==> src/rtl/conv_out_pkg.sv <==
// Shared types, default geometry and the requantization helper for the
// convolution output serializer.
package conv_out_pkg;

  localparam int DEF_NUM_TREES   = 2;
  localparam int DEF_IMG_WIDTH   = 6;
  localparam int DEF_IMG_HEIGHT  = 6;
  localparam int DEF_KERNEL_SIZE = 4;
  localparam int DEF_SHIFT       = 4;
  localparam int DEF_BUF_DEPTH   = 4;

  localparam int VALID_COLS = DEF_IMG_WIDTH - DEF_KERNEL_SIZE + 1;
  localparam int VALID_ROWS = DEF_IMG_HEIGHT - DEF_KERNEL_SIZE + 1;

  typedef enum logic {
    ST_IDLE = 1'b0,
    ST_SEND = 1'b1
  } ser_state_t;

  // Logical right shift then clamp to the unsigned byte range.
  function automatic logic [7:0] requant(input logic [31:0] pix, input logic [4:0] shift);
    logic [31:0] q;
    q = pix >> shift;
    return (q > 32'd255) ? 8'hFF : q[7:0];
  endfunction

endpackage

==> src/rtl/window_fifo.sv <==
// Synchronous window FIFO; a pop frees its slot for a push in the same cycle,
// so push-while-full succeeds whenever a pop accompanies it.
module window_fifo #(
  parameter int WIDTH = 17,
  parameter int DEPTH = 4
) (
  input  logic                     clock,
  input  logic                     reset,
  input  logic                     push,
  input  logic [WIDTH-1:0]         din,
  input  logic                     pop,
  output logic [WIDTH-1:0]         dout,
  output logic [WIDTH-1:0]         dout_next,
  output logic                     full,
  output logic                     empty,
  output logic [$clog2(DEPTH):0]   count
);

  localparam int AW    = $clog2(DEPTH);
  localparam int CNT_W = AW + 1;
  localparam logic [CNT_W-1:0] FULL_CNT = CNT_W'(DEPTH);

  logic [WIDTH-1:0] mem_q [DEPTH];
  logic [AW-1:0]    wr_ptr_q, wr_ptr_d;
  logic [AW-1:0]    rd_ptr_q, rd_ptr_d;
  logic [CNT_W-1:0] count_q, count_d;
  logic             do_push, do_pop;

  always_comb begin
    do_pop   = pop && (count_q != '0);
    do_push  = push && ((count_q != FULL_CNT) || do_pop);
    wr_ptr_d = do_push ? wr_ptr_q + 1'b1 : wr_ptr_q;
    rd_ptr_d = do_pop  ? rd_ptr_q + 1'b1 : rd_ptr_q;
    count_d  = count_q;
    case ({do_push, do_pop})
      2'b10:   count_d = count_q + 1'b1;
      2'b01:   count_d = count_q - 1'b1;
      default: count_d = count_q;
    endcase
  end

  always_ff @(posedge clock) begin
    if (reset) begin
      wr_ptr_q <= '0;
      rd_ptr_q <= '0;
      count_q  <= '0;
    end else begin
      wr_ptr_q <= wr_ptr_d;
      rd_ptr_q <= rd_ptr_d;
      count_q  <= count_d;
    end
  end

  // Storage carries no reset; occupancy is tracked entirely by the pointers.
  always_ff @(posedge clock) begin
    if (do_push) mem_q[wr_ptr_q] <= din;
  end

  assign dout      = mem_q[rd_ptr_q];
  assign dout_next = mem_q[rd_ptr_q + 1'b1];
  assign full      = (count_q == FULL_CNT);
  assign empty     = (count_q == '0);
  assign count     = count_q;

endmodule

==> src/rtl/conv_output_serializer.sv <==
// Drops wrap-around windows from convolution_2D, requantizes each tree sum to
// a byte and streams the bytes out tree 0 first with an end-of-frame marker.
module conv_output_serializer
  import conv_out_pkg::*;
#(
  parameter int NUM_TREES   = DEF_NUM_TREES,
  parameter int IMG_WIDTH   = DEF_IMG_WIDTH,
  parameter int IMG_HEIGHT  = DEF_IMG_HEIGHT,
  parameter int KERNEL_SIZE = DEF_KERNEL_SIZE,
  parameter int SHIFT       = DEF_SHIFT,
  parameter int BUF_DEPTH   = DEF_BUF_DEPTH
) (
  input  logic                    clock,
  input  logic                    reset,
  input  logic [32*NUM_TREES-1:0] pixel_in,
  input  logic                    in_valid,
  output logic [7:0]              out_data,
  output logic                    out_valid,
  input  logic                    out_ready,
  output logic                    out_last,
  output logic                    overflow
);

  localparam int CW    = (IMG_WIDTH  > 1) ? $clog2(IMG_WIDTH)  : 1;
  localparam int RW    = (IMG_HEIGHT > 1) ? $clog2(IMG_HEIGHT) : 1;
  localparam int IDX_W = (NUM_TREES  > 1) ? $clog2(NUM_TREES)  : 1;
  localparam int EW    = NUM_TREES * 8 + 1;
  localparam int CNT_W = $clog2(BUF_DEPTH) + 1;

  localparam logic [CW-1:0]    LAST_VCOL = CW'(IMG_WIDTH - KERNEL_SIZE);
  localparam logic [CW-1:0]    LAST_COL  = CW'(IMG_WIDTH - 1);
  localparam logic [RW-1:0]    LAST_VROW = RW'(IMG_HEIGHT - KERNEL_SIZE);
  localparam logic [IDX_W-1:0] LAST_IDX  = IDX_W'(NUM_TREES - 1);

  logic [CW-1:0]    col_q, col_d;
  logic [RW-1:0]    row_q, row_d;
  logic             overflow_q, overflow_d;
  ser_state_t       state_q, state_d;
  logic [IDX_W-1:0] idx_q, idx_d;
  logic [7:0]       out_data_q, out_data_d;
  logic             out_valid_q, out_valid_d;

  logic             win_valid, frame_last, push, pop;
  logic [EW-1:0]    wr_data, fifo_head, fifo_next;
  logic             fifo_full, fifo_empty;
  logic [CNT_W-1:0] fifo_count;
  logic [7:0]       head_bytes [NUM_TREES];
  logic [IDX_W-1:0] idx_inc;

  always_comb begin
    col_d      = col_q;
    row_d      = row_q;
    win_valid  = (col_q <= LAST_VCOL);
    frame_last = (row_q == LAST_VROW) && (col_q == LAST_VCOL);
    if (in_valid) begin
      if (frame_last) begin
        col_d = '0;
        row_d = '0;
      end else if (col_q == LAST_COL) begin
        col_d = '0;
        row_d = row_q + 1'b1;
      end else begin
        col_d = col_q + 1'b1;
      end
    end
  end

  always_comb begin
    wr_data = '0;
    for (int t = 0; t < NUM_TREES; t++) begin
      wr_data[8*t +: 8] = requant(pixel_in[32*t +: 32], 5'(SHIFT));
    end
    wr_data[EW-1] = frame_last;
  end

  // A full FIFO still accepts the window when the head pops in the same cycle.
  assign push       = in_valid && win_valid;
  assign overflow_d = overflow_q || (push && fifo_full && !pop);

  window_fifo #(
    .WIDTH (EW),
    .DEPTH (BUF_DEPTH)
  ) u_fifo (
    .clock     (clock),
    .reset     (reset),
    .push      (push),
    .din       (wr_data),
    .pop       (pop),
    .dout      (fifo_head),
    .dout_next (fifo_next),
    .full      (fifo_full),
    .empty     (fifo_empty),
    .count     (fifo_count)
  );

  always_comb begin
    for (int t = 0; t < NUM_TREES; t++) head_bytes[t] = fifo_head[8*t +: 8];
  end

  assign idx_inc = idx_q + 1'b1;

  always_comb begin
    state_d     = state_q;
    idx_d       = idx_q;
    out_data_d  = out_data_q;
    out_valid_d = out_valid_q;
    pop         = 1'b0;
    case (state_q)
      ST_IDLE: begin
        if (!fifo_empty) begin
          out_data_d  = head_bytes[0];
          out_valid_d = 1'b1;
          idx_d       = '0;
          state_d     = ST_SEND;
        end
      end
      ST_SEND: begin
        if (out_ready) begin
          if (idx_q != LAST_IDX) begin
            idx_d      = idx_inc;
            out_data_d = head_bytes[idx_inc];
          end else begin
            pop = 1'b1;
            // Chain straight into the next buffered window to avoid a bubble.
            if (fifo_count >= CNT_W'(2)) begin
              out_data_d = fifo_next[7:0];
              idx_d      = '0;
            end else begin
              out_valid_d = 1'b0;
              state_d     = ST_IDLE;
            end
          end
        end
      end
      default: state_d = ST_IDLE;
    endcase
  end

  always_ff @(posedge clock) begin
    if (reset) begin
      col_q       <= '0;
      row_q       <= '0;
      overflow_q  <= 1'b0;
      state_q     <= ST_IDLE;
      idx_q       <= '0;
      out_data_q  <= '0;
      out_valid_q <= 1'b0;
    end else begin
      col_q       <= col_d;
      row_q       <= row_d;
      overflow_q  <= overflow_d;
      state_q     <= state_d;
      idx_q       <= idx_d;
      out_data_q  <= out_data_d;
      out_valid_q <= out_valid_d;
    end
  end

  assign out_data  = out_data_q;
  assign out_valid = out_valid_q;
  assign out_last  = out_valid_q && (idx_q == LAST_IDX) && fifo_head[EW-1];
  assign overflow  = overflow_q;

endmodule

==> config.mk <==
export PLATFORM = sky130hd
export DESIGN_NAME = conv_output_serializer
export DESIGN_NICKNAME = d
export VERILOG_FILES = /design/src/rtl/conv_out_pkg.sv /design/src/rtl/window_fifo.sv /design/src/rtl/conv_output_serializer.sv
export SDC_FILE = /design/constraint.sdc
export NUM_CORES = 1
export LEC_CHECK = 0
export ABC_AREA = 1
export ABC_CLOCK_PERIOD_IN_PS = 3900
export CAP_MARGIN = 20
export CORE_UTILIZATION = 55
export DETAILED_ROUTE_END_ITERATION = 8
export PLACE_DENSITY = 0.89
export SYNTH_ARGS = -nofsm -noshare
export SYNTH_HDL_FRONTEND = slang
export SYNTH_SLANG_ARGS = --single-unit
==> constraint.sdc <==
create_clock -name clock -period 3.9 [get_ports clock]
set_clock_uncertainty 0.2 [all_clocks]
set_input_delay 0.975 -clock clock [delete_from_list [all_inputs] [get_ports clock]]
set_output_delay 0.975 -clock clock [all_outputs]
set_load 0.03 [all_outputs]
Yosys cells after proc, flatten, opt, wreduce, memory -nomap -nowiden
Memories as Yosys holds them, arrays and structs flattened. A register that Yosys moved wholly into a read port is not among the register bits.
Cells that the tools add are included.
{ "word_totals": {"ff_bits": 25, "latchBits": 0, "ramBits": 68, "rom_bits": 0, "in_bits": 68, "out_inout_bits": 11, "word_cells": 93, "mem_count": 1} }
{ "memory_table": {"columns": ["name", "words", "word_bits", "rd", "rd_ports_with_merged_regs", "write_ports", "line_no", "rtl"], "rows": [
  ["u_fifo.mem_q", 4, 17, 2, 1, 1, "window_fifo.sv:23", "logic [WIDTH-1:0] mem_q [DEPTH];"]
]} }
{ "op_classes": {"add_sub_neg": 7, "mul": 0, "n_div": 0, "order_cmp": 5, "eq_ne": 12, "n_shift": 0, "mux": 37, "bitwise_logic": 2, "reduce_logical": 19} }
{ "ops": {"columns": ["cell", "n"], "rows": [
  ["8-bit 2-to-1 mux", 9],
  ["28-bit by 8-bit greater-than comparator with 1-bit output, second input constant", 2],
  ["1-bit 2-to-1 mux", 17],
  ["8-bit case mux with 2 select lines", 1],
  ["3-bit 2-to-1 mux", 4],
  ["3-bit by 1-bit adder with 3-bit output, second input constant", 3],
  ["1-bit logical AND", 8],
  ["3-bit by 2-bit == test with 1-bit output, second input constant", 2],
  ["3-bit == test, second input constant", 2],
  ["2-bit != test, second input constant", 3],
  ["1-bit case mux with 2 select lines", 3],
  ["3-bit case mux with 2 select lines", 1],
  ["2-bit by 1-bit adder with 2-bit output, second input constant", 2],
  ["2-bit 2-to-1 mux", 2],
  ["2-bit AND reduction", 2],
  ["4-bit AND reduction", 1],
  ["2-bit nonzero test", 2],
  ["3-bit by 2-bit greater-or-equal comparator with 1-bit output, second input constant", 1],
  ["3-bit by 2-bit less-or-equal comparator with 1-bit output, second input constant", 1],
  ["3-bit logical NOT", 1],
  ["3-bit by 2-bit != test with 1-bit output, second input constant", 1],
  ["3-bit != test, second input constant", 1],
  ["3-bit AND reduction", 1],
  ["3-bit nonzero test", 1],
  ["other kinds (10)", 11]
]} }

Longest topological paths before layout
{ "logic_depth": {"word_depth": 8, "depth_mapped": 11, "mapped_depth_nobuf": 11} }

Modules after synthesis
Synthesis repeated with hierarchy kept, for this count alone.
{ "hier_totals": {"hier_cells": 570, "hier_area_um2": 4885.9} }
{ "by_module_without_submodules": {"columns": ["mod", "instances", "cells_each", "area_each_um2", "seq_area_each_um2"], "rows": [
  ["window_fifo", 1, 365, 3629.7, 2222.1],
  ["conv_output_serializer", 1, 205, 1256.2, 360.3]
]} }

Least setup slack after synthesis
OpenSTA, ideal clock, no wires.
{ "synth_path": {"path_kind": "register to output", "start": "register (tool-made name)", "end": "output out_last", "arrival_ns": 1.600, "t_required_ns": 2.725, "setup_slack_ns": 1.125, "path_stages_with_launch": 6, "n_path_buf": 2, "path_cell_list": "dfxtp_1 -> buf_2 -> inv_2 -> buf_2 -> a21oi_1 -> a221oi_1"} }
{ "synth_rtl": {"columns": ["element", "line_no", "rtl"], "rows": [
  ["end, declared", "conv_output_serializer.sv:20", "output logic out_last,"]
]} }

==> metrics.md <==
| Metric | Value |
|---|---|
| Setup TNS | 0 ns |
| Routed vias | 4062 |
| CTS Root Cell | clkbuf_8 |
| Setup crit start kind | register |
| Die Footprint | roughly 9000 um2 |
| Die Width | 94.9 um |
| Placeable Area | a little over 8000 um2 |
| Die span in y | 94.9 um |
| Mapped Avg Cell Area | 8.19 um2 |
| Rows | 33 |
| Pwr/cell area | 381 nW/um2 |
| ANT nets after route | 0 |
| Least-Margin Pin Slew | between 0.8 and 0.9 ns |
| TritonCTS clock tree | built |
| Initial antenna violation count | 0 |
| DP HPWL | 7.25 mm |
| Pleak | 2.50 nW |
| Fin. max-slew vios | 0 |
| Setup WS post-layout | 0.335 ns |
| Data arrival time of the worst path | 2.39 ns |
| Post-cts resize count | 0 |
| Area grow syn2layout | 20.7% |
| Crit Path Category | register to output pin |
| Slew Limit Headroom | 0.455 |
| Setup violations, final | 0 |
| Multi-input gate area | roughly 1700 um2 |
| Yosys warns | 0 |
| Largest net degree at the start of global routing | 21 |
| Worst setup EP type | output pin |
| Io pins | 79 |
| # DRC | 0 |
| Detailed Route WL | ~11 mm |
| Gpl congestion | 0.782 |
| Global route overflow | 0 |
| Synth Register Bits | 95 |
| Pre-CTS WS | 0.487 ns |
| Total track usage | 0.260 |
| Post-synth top area share | 0.430 |
| CTS sink count | 95 |
| Drt initial violations | 291 |
| Layout cells sized above 1 | 0.0609 |
| Wire length of the first global-routing pass | 17.5 mm |
| Max FO, Critical Path | 18 |
| Clock Latency Late Sink | 0.37 ns |
| Sequential cell area | 2580 um2 |
| Post-CTS Setup Bufs | 0 |
| Highest clock rate | 280 MHz |
| Fill cells | 608 |
| Peak supply drop | about 0.22 mV |
| Mapped Nets | 656 |
| Cts bufs inserted | 9 |
| Post-synthesis cell area | around 4700 um2 |
| Vias in the first global route | 3988 |
| NumNets Final | 728 |
| Hold Vio Cnt, Final | 0 |
| First-pass detailed-route iteration total | 6 |
| Hold WC Path Type | register to register |
| Worst path required time | 2.72 ns |
| # port buffers | 70 |
| Sequential area share after synthesis | 0.544 |
| Final period utilization | 0.914 |
| Max cap viols | 0 |
| Clock buffer depth | 2 |
| Post-DR vias/cell | 5.33 |
| Mapped Cells | 580 |
| Synth top area cells | edfxtp_1, nand2_1, dfxtp_1, inv_1, nand3_1 |
| N_diodes | 0 |
| Avg WL per Cell | about 14 um |
| Hold buffers post-CTS | 0 |
| Yosys cell types | 32 |
| RSZ-0062 raised after global routing | false |
| H-tree level count | 3 |
| Area leader, netlist | edfxtp_1 |
| Final min period | 3.57 ns |
| Initial Util | 0.572 |
| Status | finished clean |
| Clock Pin Slew Worst Setup and Hold Paths | 0.10 ns |
## metal layers
metal,vias up,track usage,wire length [um]
li1,1995,-,-
met1,1821,0.302,4150
met2,206,0.448,5390
met3,40,0.0483,749
met4,0,0.148,364
met5,-,0,0
## critical path, stage by stage, from the launching register on
cell and delay [ns]:
dfxtp_1 0.87, a21oi_1 0.10, a221oi_1 0.31, clkdlybuf4s50_1 0.73
## cell type report
cell class / count / area share
Clock buffer: 11 / 0.0266
Tap cell: 105 / 0.0229
Sequential cell: 95 / 0.450
Clock inverter: 5 / 0.00677
Inverter: 90 / 0.0594
Timing Repair Buffer: 78 / 0.133
Multi-Input combinational cell: 378 / 0.301
## power by group
group	switching, mW	leakage, nW	internal, mW
Sequential	0.0341	0.871	1.14
Combinational	0.224	1.54	0.162
Clock	0.351	0.0955	0.275
Total	0.610	2.50	1.58
## logic make-up (layout without fill, tap and decap cells)
group	after synthesis	in the layout	synth area share
simple gates	328	328	0.293
flops	95	95	0.544
buf+inv	107	184	0.0925
xor+xnor	2	2	0.00369
fa+ha+maj	8	8	0.0227
compound gates	40	40	0.0445
## synth_stat cells, drive strengths merged
cell type / count
fa: 1
a31oi: 1
nand3: 43
clkbuf: 1
xor2: 2
o31ai: 1
and2: 2
buf: 16
a221oi: 1
nor3: 4
inv: 90
ha: 7
edfxtp: 68
nand2: 208
or2: 1
a21oi: 17
dfxtp: 27
o21ai: 20
nor2: 50
nand4: 18
nor4: 2
## sequential cells by signal, summed over array words and instances, names as in the netlist, named ones only
| name | cells |
|---|---|
| out_data | 8 |
| u_fifo.mem_q | 68 |
| row_q | 3 |
| u_fifo.wr_ptr_q | 2 |
| u_fifo.rd_ptr_q | 2 |
| out_valid | 1 |
| overflow | 1 |
| col_q | 3 |
| u_fifo.count | 3 |
| state_q | 1 |
| idx_q | 1 |
## path summary, 6_finish.rpt
| kind | start | end | slack [ns] | depth (start not counted) |
|---|---|---|---|---|
| max | register | out_last | 0.33 | 3 |
| min | overflow | overflow | 0.28 | 2 |
| min reg2reg | overflow | overflow | 0.28 | 2 |
| max reg2reg | state_q | u_fifo.count[2] | 1.41 | 11 |
## cell usage in the layout, fill, tap and decap left out, drive strengths merged
master,count
nand2,208
inv,92
clkdlybuf4s50,70
edfxtp,68
nor2,50
nand3,43
dfxtp,27
o21ai,20
nand4,18
a21oi,17
clkbuf,11
buf,8
ha,7
nor3,4
nor4,2
xor2,2
and2,2
clkinv,2
a221oi,1
or2,1
o31ai,1
a31oi,1
fa,1
clkinvlp,1
## metrics by stage
stage	hold slack, ns	total power, mW	utilization	cell area [um2]	instances
floorplan	0.235	1.42	-	4750	580
global placement	0.247	1.56	0.668	5540	746
detailed placement	0.257	1.58	0.668	5540	746
CTS	0.281	2.18	0.691	5730	762
global route	0.298	2.27	0.691	5730	762
finish	0.282	2.19	0.691	5730	762
Note: power is estimated with default switching activity, not from simulation.
